--- config.mk ---
export PLATFORM = sky130hd
export DESIGN_NAME = alarm_logic
export DESIGN_NICKNAME = d
export VERILOG_FILES = /design/src/rtl/alarm_logic_pkg.sv /design/src/rtl/alarm_logic.sv
export SDC_FILE = /design/constraint.sdc
export NUM_CORES = 1
export LEC_CHECK = 0
export CAP_MARGIN = 25
export CELL_PAD_IN_SITES_DETAIL_PLACEMENT = 0
export CELL_PAD_IN_SITES_GLOBAL_PLACEMENT = 1
export CORE_MARGIN = 1.5
export CORE_UTILIZATION = 28
export CTS_BUF_LIST = sky130_fd_sc_hd__clkbuf_8 sky130_fd_sc_hd__clkbuf_16
export CTS_CLUSTER_DIAMETER = 100
export CTS_CLUSTER_SIZE = 20
export DETAILED_ROUTE_END_ITERATION = 10
export GPL_TIMING_DRIVEN = 0
export HOLD_SLACK_MARGIN = 0.03
export PLACE_DENSITY_LB_ADDON = 0.1
export SLEW_MARGIN = 10
export SYNTH_ARGS = -nofsm -noshare
export SYNTH_HDL_FRONTEND = slang
export SYNTH_SLANG_ARGS = --single-unit
export TNS_END_PERCENT = 20
--- constraint.sdc ---
create_clock -name clk -period 2 [get_ports clk]
set_input_delay 0.5 -clock clk [delete_from_list [all_inputs] [get_ports clk]]
set_output_delay 0.5 -clock clk [all_outputs]
set_load 0.01 [all_outputs]
--- src/rtl/alarm_logic_pkg.sv ---
// Shared widths, classifier class IDs and alarm state encoding for alarm_logic.
// Used by both the RTL and the testbench.
package alarm_logic_pkg;

  localparam int CLASS_W = 2;
  localparam int CONF_W  = 8;

  localparam logic [CLASS_W-1:0] CLASS_HEALTHY   = 2'd0;
  localparam logic [CLASS_W-1:0] CLASS_BEARING   = 2'd1;
  localparam logic [CLASS_W-1:0] CLASS_IMBALANCE = 2'd2;
  localparam logic [CLASS_W-1:0] CLASS_MISALIGN  = 2'd3;

  typedef enum logic {
    ALARM_IDLE   = 1'b0,
    ALARM_RAISED = 1'b1
  } alarm_state_e;

endpackage

--- src/rtl/alarm_logic.sv ---
// Qualifies classifier results against a confidence threshold, counts consecutive confident faults
// and raises a level alarm plus one-cycle irq. Optional: ALARM_CLEAR_IRQ_EN also pulses irq on clear.
module alarm_logic
  import alarm_logic_pkg::*;
#(
  parameter int CLASS_W = alarm_logic_pkg::CLASS_W,
  parameter int CONF_W  = alarm_logic_pkg::CONF_W,
  parameter int CNT_W   = 4
) (
  input  logic               clk,
  input  logic               rst,
  input  logic               classification_done,
  input  logic [CLASS_W-1:0] class_id,
  input  logic [CONF_W-1:0]  confidence,
  input  logic [CONF_W-1:0]  alarm_threshold,
  input  logic [CNT_W-1:0]   fault_count_cfg,
  output logic               alarm_active,
  output logic               alarm_irq,
  output logic [CLASS_W-1:0] last_fault_class
);

  localparam logic [CNT_W-1:0] CNT_MAX = {CNT_W{1'b1}};

  alarm_state_e       state_reg, state_next;
  logic [CNT_W-1:0]   cnt_reg, cnt_next;
  logic [CLASS_W-1:0] lfc_reg, lfc_next;
  logic               irq_reg, irq_next;

  logic               confident;
  logic               is_fault;
  logic [CNT_W-1:0]   cnt_inc;
  logic [CNT_W-1:0]   target;

  assign confident = classification_done && (confidence >= alarm_threshold);
  assign is_fault  = (class_id != CLASS_W'(CLASS_HEALTHY));
  assign cnt_inc   = (cnt_reg == CNT_MAX) ? cnt_reg : cnt_reg + CNT_W'(1);
  // A programmed count of zero would otherwise mean "alarm with no faults".
  assign target    = (fault_count_cfg == '0) ? CNT_W'(1) : fault_count_cfg;

  always_ff @(posedge clk or posedge rst) begin
    if (rst) begin
      state_reg <= ALARM_IDLE;
      cnt_reg   <= '0;
      lfc_reg   <= '0;
      irq_reg   <= 1'b0;
    end else begin
      state_reg <= state_next;
      cnt_reg   <= cnt_next;
      lfc_reg   <= lfc_next;
      irq_reg   <= irq_next;
    end
  end

  always_comb begin
    state_next = state_reg;
    cnt_next   = cnt_reg;
    lfc_next   = lfc_reg;
    irq_next   = 1'b0;

    if (confident) begin
      if (is_fault) begin
        cnt_next = cnt_inc;
        lfc_next = class_id;
        if (cnt_inc >= target) begin
          state_next = ALARM_RAISED;
        end
      end else begin
        cnt_next   = '0;
        state_next = ALARM_IDLE;
      end
    end

    if ((state_reg == ALARM_IDLE) && (state_next == ALARM_RAISED)) begin
      irq_next = 1'b1;
    end
`ifdef ALARM_CLEAR_IRQ_EN
    if ((state_reg == ALARM_RAISED) && (state_next == ALARM_IDLE)) begin
      irq_next = 1'b1;
    end
`endif
  end

  assign alarm_active     = (state_reg == ALARM_RAISED);
  assign alarm_irq        = irq_reg;
  assign last_fault_class = lfc_reg;

endmodule

==> metrics.md <==
| Metric | Value |
|---|---|
| Outcome | finished, final reports clean |
| Register Area | 200 µm² |
| Clock root cell | clkbuf_8 |
| CP Capture Type | register |
| Mapped Cells | 82 |
| Die Area | 3080 µm² |
| TritonCTS buffer count | 3 |
| Worst-Margin Slew | 0.343 ns |
| Crit-path max FO | 8 |
| Core area | 2540 µm² |
| Startpoint types | input pin |
| Vias in the first global route | 660 |
| F_max | 519 MHz |
| Static Leakage | 0.570 nW |
| Layout area overhead | 62.2% |
| Mapped Avg Cell Area | 9.40 µm² |
| Number of synthesized flops with an enable pin | 0 |
| Fin worst setup slack | 0.0714 ns |
| Yosys reg bits | 8 |
| Vias | 712 |
| Hold_buf cts | 0 |
| Die Ht | 55.5 µm |
| Synth top cells by count | inv_1 (15), ha_1 (13), dfrtp_1 (8) |
| Total global-route track usage | 0.116 |
| Drt wl/cell | 12.0 µm |
| Synth warnings | 0 |
| Vias per std cell | 4.88 |
| Tot Pwr | 1.03 mW |
| Largest register FFs | 4 |
| Post-Layout Cell Count | 146 |
| Critical Path AT | 2.04 ns |
| Hold Vio Cnt, Final | 0 |
| Clk slew on worst S/H paths | 0.04 ns |
| Detailed Place HPWL | 1.35 mm |
| CTS sink count | 8 |
| H-tree Lvls | 1 |
| Final core utilization | 0.491 |
| Row count | 18 |
| Syn_nets | 120 |
| VDD IR max | 559 µV |
| Path type of the worst setup path | in -> reg |
| CTS tree | done |
| Ratio of cells with drive above 1 in the final layout | 0.302 |
| Syn Std Cell Area | 771 µm² |
| Clock latency on the worst-skew pair | 0.23 ns |
| # setup viols final | 0 |
| Num ports | 29 |
| PortBufs | 28 |
| Initial antenna violation count | 0 |
| Largest buffer count on any clock path | 2 |
| Async set-reset flop share out of synthesis | 1.00 |
| Period utilization | 0.964 |
| GPL Wtd Cong | 0.748 |
| Yosys cell types | 30 |
| Min-Delay Path Class | reg -> reg |
| WP data required | 2.11 ns |
| Max-cap violations | 0 |
| Ant diodes | 0 |
| Total grt overflow | 0 |
| Count leader, synth | inv_1 |
| Area of the multi-input gates | 611 µm² |
| Ys flop type | dfrtp_1 |
| Residual DRC | 0 |
| Pin count of the biggest net entering global routing | 9 |
| Post-synth top area cell | dfrtp_1 |
| FILL cells | 260 |
| RSZ-0062 raised after global routing | true |
| Initial drt markers | 10 |
| Nets | 156 |
| Drt pass-1 iters | 4 |
| Register area share after synthesis | 0.260 |
| Remaining antenna violation count after routing | 0 |
| Dpl cells | 140 |
| Min cycle time layout | 1.93 ns |
| Final instance area | 1250 µm² |
| Max Clock Skew | 0.000837 ns |
| First-pass GRT wire length | 2.88 mm |
| P per Cell Area | 823 nW/µm² |
| Fin Hold WS | 0.492 ns |
| Top post-synthesis cells by area | dfrtp_1 (26%), ha_1 (21%), inv_1 (7.3%) |
| Chip width | 55.5 µm |
| Top cell type's share of synthesized area | 0.260 |
| Pre-CTS WS | -0.554 ns |
| Setup TNS | 0 ns |
| Max_slew headroom | 0.771 |
| Final Max Slew Viols | 0 |
| Cell Area, Placed | 1100 µm² |
| Routed wire length | 1.76 mm |
| Starting Density | 0.303 |
-- logic make-up (layout without fill, tap and decap cells) --
family	Yosys count	count (layout)	synth area share
fa+ha+maj	13	13	0.211
flops	8	8	0.260
compound gates	21	21	0.260
xor+xnor	1	1	0.0114
simple gates	22	22	0.157
buf+inv	16	50	0.0877
mux	1	1	0.0130
-- layout by cell type (no fill, tap or decap), types with 2 or more instances in the layout --
cell type        instances
a31o_1                   2
a21oi_2                  2
clkdlybuf4s50_1         16
dfrtp_1                  8
buf_4                    3
inv_2                    4
nor2_1                   4
a22o_1                   2
ha_1                     7
inv_1                   11
ha_4                     5
nand3_1                  3
a21oi_1                  3
dlygate4sd2_1           10
nand2_1                  2
and3_4                   2
clkbuf_8                 3
-- worst paths after layout --
path / start / endpoint / slack, ns / depth (start not counted)
max in group asynchronous: rst / alarm_irq / 1.22 / 2
worst min-delay path: last_fault_class[0] / last_fault_class[0] / 0.49 / 1
worst min register to register: last_fault_class[0] / last_fault_class[0] / 0.49 / 1
worst max-delay path: confidence[0] / cnt_reg[0] / 0.07 / 8
min in group asynchronous: rst / cnt_reg[0] / 0.53 / 2
worst max register to register: cnt_reg[1] / alarm_active / 0.11 / 9
-- worst max-delay path, stage by stage --
cell	delay [ns]
dlygate4sd2_1	0.22
inv_1	0.05
ha_1	0.21
nand2b_4	0.15
a2111oi_4	0.40
o31ai_4	0.11
and2_4	0.18
a32o_1	0.21
-- metal layers --
metal,part of all wire,global-route usage
met1,0.48,0.150
met2,0.46,0.185
met3,0.063,0.0445
met4,0.0017,0.0174
met5,0,0
-- cell type report --
| class | count | share of cell area |
|---|---|---|
| multi-input cells | 58 | 0.488 |
| repair buffers | 32 | 0.243 |
| flip-flops and latches | 8 | 0.160 |
| inverters | 15 | 0.0450 |
| clock buffers | 3 | 0.0330 |
| well taps | 30 | 0.0300 |
-- power breakdown --
part | internal (mW) | switching, mW | total [mW]
Clock | 0.131 | 0.0675 | 0.198
Sequential | 0.220 | 0.0468 | 0.267
Combinational | 0.305 | 0.259 | 0.564
-- repair_timing --
item | in CTS | in global routing
hold endpoints to repair | 0 | 0
setup buffers | 3 | 1
endpoints found under the setup margin | 8 | 3
resized for setup | 24 | 12
pin swaps | 12 | 11
No activity file was read; power rests on OpenSTA's default activity.
==> patch 1: new RTL, same settings <==
The package constant `CLASS_W` goes from 2 to 4.
--- a/src/rtl/alarm_logic_pkg.sv
+++ b/src/rtl/alarm_logic_pkg.sv
@@ -3,5 +3,5 @@
 package alarm_logic_pkg;
 
-  localparam int CLASS_W = 2;
+  localparam int CLASS_W = 4;
   localparam int CONF_W  = 8;
 
Ports: changed (resized class_id and last_fault_class); port bits go from 29 to 33. No check against the original RTL was run, so the function may have changed too.
==> patch 1 against the unedited design <==
- cell area rose by 9.1%
- global-route usage rose by 1.8 points
- maximum frequency fell by 1.7%
- via count rose by 6.3%
- sequential cell count rose by 2
- worst setup slack got worse by 0.034 ns
- power rose by 24%
- routed wire length rose by 14%
- synthesized area rose by 6.0%
- largest power group unchanged
- highest routed layer unchanged
==> patch 1: results (changes against the unedited design) <==
stage	metric	value	unit	change
status	run status	finished, final reports clean		
pwr	Lkg Pwr	0.0006490	µW	+14%
clock_network	clock buffer depth	2		unchanged
grt	GR Util met2	0.2266		+0.04123
layout	layout cells sized above 1	0.3071		+0.005362
setup_path	Slowest-stage cell, CP	clkdlybuf4s50_1		
setup_path	CP Data Arrival Time	2.09	ns	+0.05 ns
route	wire per inst	12.70	µm	+5.6%
grt	GR Layer Usage met3	0.04535		+0.0008550
route	met2 WL post-DR	1053	µm	+31%
layout	Nets	168		+7.7%
grt	vias in the first global route	775		+17%
layout	# fillers	277		+6.5%
synth	most frequent cells after synthesis	15 x inv_1, 13 x ha_1, 10 x dfrtp_1, 4 x nor2_1		
grt	first-pass GRT wire length	3367	µm	+17%
synth	post-synthesis mux area share	0.03828		+0.02530
worst_hold_path	hold_sp	alarm_active		
setup_path	RR Startpoint	cnt_reg[1]		
clock_network	CTS root buffer	clkbuf_8		
route	vias	757		+6.3%
place	placed cell count	146		+4.3%
worst_hold_path	Hold Path Depth	1		unchanged
setup_path	R2R depth	10		+1
route	DR pass1 iterations	3		-1
layout	antenna cells	0		unchanged
route	routed vias/inst	4.791		-1.8%
sta	clock skew	0.006709	ns	+0.005872 ns
synth	post-synthesis xor/xnor area fraction	0.01072		-0.0006439
worst_hold_path	Hold Crit Endpoint	alarm_irq		
clock_network	CTS H-tree depth	1		unchanged
clock_network	Clk Latency, worst-skew pair	0.24	ns	
setup_path	Worst R2R Setup Slack	0.10	ns	
synth	Syn Nets	123		+2.5%
setup_path	largest stage delay on the critical path	0.45	ns	+0.05 ns
route	Starting DRT DRC Count	16		+6
place	RePlAce Congestion	0.6914		-7.6%
place	Detail Placement HPWL	1436	µm	+6.4%
setup_path	Crit Path Max Fanout	5		-3
sta	Worst-Margin Slew	0.3889	ns	+0.04623 ns
synth	dominant cells by area after synthesis	dfrtp_1 31%, ha_1 20%, inv_1 6.9%		
synth	post-synth cell types	32		+6.7%
pwr	Worst VDD drop	0.7119	mV	+27%
grt	GRT Total Usage	0.1338		+0.01819
sta	final hold slack	0.4644	ns	-0.02740 ns
sta	final hold vios	0		unchanged
synth	Compound-Gate Fraction of Synth Area	0.2312		-0.02850
grt	largest net degree at the start of global routing	11		+2
clock_network	Clock transition at path regs	0.05	ns	
synth	adder-cell share of the synthesized area	0.1991		-0.01196
route	detailed-route wire length on metal 1	821	µm	-1.9%
synth	Seq/Total Area, Yosys	0.3063		+0.04654
grt	met1 Track Usage GR	0.1568		+0.006780
route	met3 routed WL	124	µm	+13%
place	Port Buffers	32		+14%
setup_path	Reg-to-Reg End	alarm_active		
synth	Syn Inst Count	83		+1.2%
## patch 1: critical path: cells and delay by family
family | cells | cell delay (ns)
buffers and inverters | 3 | 0.66
and+or+nand+nor | 1 | 0.17
adders and majority gates | 1 | 0.27
AOI/OAI and AO/OA | 3 | 0.49
## patch 1: through the flow
stage / worst slack [ns] / area (µm²)
finish: 0.03727 / 1364
global route: -0.01194 / 1364
floorplan: 0.01975 / 817.0
CTS: 0.007413 / 1299
global placement: -0.5423 / 1176
detailed placement: -0.5738 / 1176
## patch 1: area by class of cell
cell class / instances / share of cell area
Tap cell: 31 / 0.02844
Multi-Input combinational cell: 57 / 0.4294
Inverter: 15 / 0.04128
Clock buffer: 4 / 0.04037
Timing Repair Buffer: 41 / 0.2771
Sequential cell: 10 / 0.1835
## patch 1: where the power goes
group          switching (µW)  internal [µW]  total, µW
Clock                    86.9            174        261
Combinational             286            399        685
Sequential               63.3            267        331
## patch 1: logic make-up (layout without fill, tap and decap cells)
group	count (synthesis)	after routing
mux	3	3
buf+inv	16	60
xor+xnor	1	1
flops	10	10
fa+ha+maj	13	13
compound gates	22	22
simple gates	18	18
## patch 1: worst max-delay path by stage
stage | start | to | slack [ns]
6_report | alarm_threshold[4] | last_fault_class[3] | 0.04
3_3_place_gp | alarm_threshold[6] | last_fault_class[3] | -0.54
5_1_grt | alarm_threshold[4] | last_fault_class[3] | -0.01
4_1_cts | alarm_threshold[1] | last_fault_class[1] | 0.007
2_1_floorplan | alarm_threshold[6] | cnt_reg[2] | 0.02
3_5_place_dp | alarm_threshold[7] | last_fault_class[3] | -0.57
## patch 1: repair_timing
item	4_1_cts	5_1_grt
endpoints found under the hold margin	0	0
endpoints found under the setup margin	10	8
pin swaps	15	8
setup buffers	5	4
hold buffers	0	0
resized for setup	23	12
==> patch 2: new RTL, same flow settings <==
Made on the original files. The output `alarm_irq` loses its register stage (`irq_reg` becomes a continuous assignment).
--- a/src/rtl/alarm_logic.sv
+++ b/src/rtl/alarm_logic.sv
@@ -43,12 +43,12 @@
       cnt_reg   <= '0;
       lfc_reg   <= '0;
-      irq_reg   <= 1'b0;
     end else begin
       state_reg <= state_next;
       cnt_reg   <= cnt_next;
       lfc_reg   <= lfc_next;
-      irq_reg   <= irq_next;
     end
   end
+
+  assign irq_reg = irq_next;
 
   always_comb begin
Behaviour: not the same (Yosys sat finds a counterexample within 4 cycles, from zero or initial values and one cycle with rst high).
==> patch 2 against the unedited design <==
- the flow now finishes with violations (negative setup slack)
- synthesized area is 3.2% lower
- register-to-register slack got worse by 0.10 ns
- sequential cell count shrank 1
- routed wire length shrank 2.3%
- power is 7.8% higher
- cell area increased by 5.6%
- combinational power rose by 18%
- worst setup slack worse by 0.60 ns
- highest routed layer is now met3
==> patch 2: results (changes against the unedited design) <==
stage	metric	value	unit	change
synth	Seq/Total Area, Yosys	0.2349		-0.02484
route	Starting DRT DRC Count	3		-7
sta	relative slew slack	0.7899		+0.01861
setup_path	largest stage delay on the critical path	0.45	ns	+0.05 ns
grt	first-pass GRT wire length	2677	µm	-7.2%
route	routed wire length	1716	µm	-2.3%
status	failing checks	negative setup slack		
sta	clock skew	0.0007895	ns	-0.00004745 ns
setup_path	Crit Path Max Fanout	2		-6
setup_path	R2R depth	10		+1
layout	layout cells sized above 1	0.4068		+0.1051
sta	final setup margin	-0.5288	ns	-0.6001 ns
status	run status	finished, violations left		
pwr	Psw	404.6	µW	+8.3%
place	placed cell count	139		-0.71%
sta	FMAX	395.5	MHz	-24%
synth	dominant cells by area after synthesis	dfrtp_1 23%, ha_1 22%, inv_1 7.6%		
place	RePlAce Congestion	0.7586		+1.4%
synth	Syn Nets	119		-0.83%
synth	most frequent cells after synthesis	15 x inv_1, 13 x ha_1, 7 x dfrtp_1, 6 x nor2_1, 5 x a21oi_1		
pwr	Lkg Pwr	0.0005651	µW	-0.91%
pwr	Worst VDD drop	0.7651	mV	+37%
grt	GRT Total Usage	0.1259		+0.01028
route	routed vias/inst	4.689		-3.8%
grt	vias in the first global route	619		-6.2%
sta	Final setup viols	3		+3
setup_path	Slowest-stage cell, CP	clkdlybuf4s50_1		
place	Detail Placement HPWL	1343	µm	-0.43%
synth	Syn Inst Count	81		-1.2%
-- patch 2: layout make-up --
| class | instances | area share |
|---|---|---|
| Multi-Input combinational cell | 58 | 0.5137 |
| Timing Repair Buffer | 34 | 0.2351 |
| Sequential cell | 7 | 0.1327 |
| Inverter | 15 | 0.05592 |
| Clock buffer | 3 | 0.03128 |
| Tap cell | 30 | 0.02844 |
| Clock inverter | 1 | 0.002844 |
-- patch 2: cell families after synthesis --
logic type               share of synthesized area
XOR/XNOR                                   0.01175
AO/OA/AOI/OAI                               0.2685
AND/OR/NAND/NOR                             0.1628
adder cells (fa/ha/maj)                     0.2181
flip-flops                                  0.2349
buffers and inverters                      0.09060
multiplexers                               0.01342
-- patch 2: per-stage QoR --
step | instance area, µm² | TNS (ns) | setup WS, ns
after global routing | 1320 | -0.9081 | -0.6079
after global placement | 1155 | -5.830 | -1.574
after detailed placement | 1155 | -5.996 | -1.583
after CTS | 1305 | -0.6086 | -0.5346
final | 1320 | -0.5512 | -0.5288
after floorplan | 837.1 | -0.2589 | -0.2589
-- patch 2: power groups by stage --
stage | Clock (µW) | Sequential, µW | Combinational (µW)
after floorplan | 0 | 247 | 310
after global placement | 0 | 245 | 476
after detailed placement | 0 | 247 | 487
after CTS | 199 | 250 | 646
after global routing | 212 | 260 | 742
final | 191 | 251 | 667
-- patch 2: worst min path at each step --
stage,to,from,slack (ns)
4_1_cts,cnt_reg[2],rst,0.51
5_1_grt,last_fault_class[0],last_fault_class[0],0.53
3_3_place_gp,last_fault_class[1],last_fault_class[1],0.49
2_1_floorplan,alarm_active,rst,0.30
6_report,cnt_reg[3],rst,0.50
3_5_place_dp,last_fault_class[0],last_fault_class[0],0.49
-- patch 2: per-layer routing --
metal / global-route usage / vias to the layer above / wire, µm
met5: 0 / - / 0
met4: 0.02500 / 0 / 0
met3: 0.02459 / 0 / 60
met2: 0.2063 / 19 / 795
met1: 0.1702 / 312 / 861
li1: - / 363 / -
-- patch 2: timing repair --
action / CTS / global route
endpoints found under the setup margin: 8 / 7
setup buffers: 6 / 0
hold endpoints to repair: 0 / 0
pin swaps: 19 / 7
gates resized for setup: 49 / 3
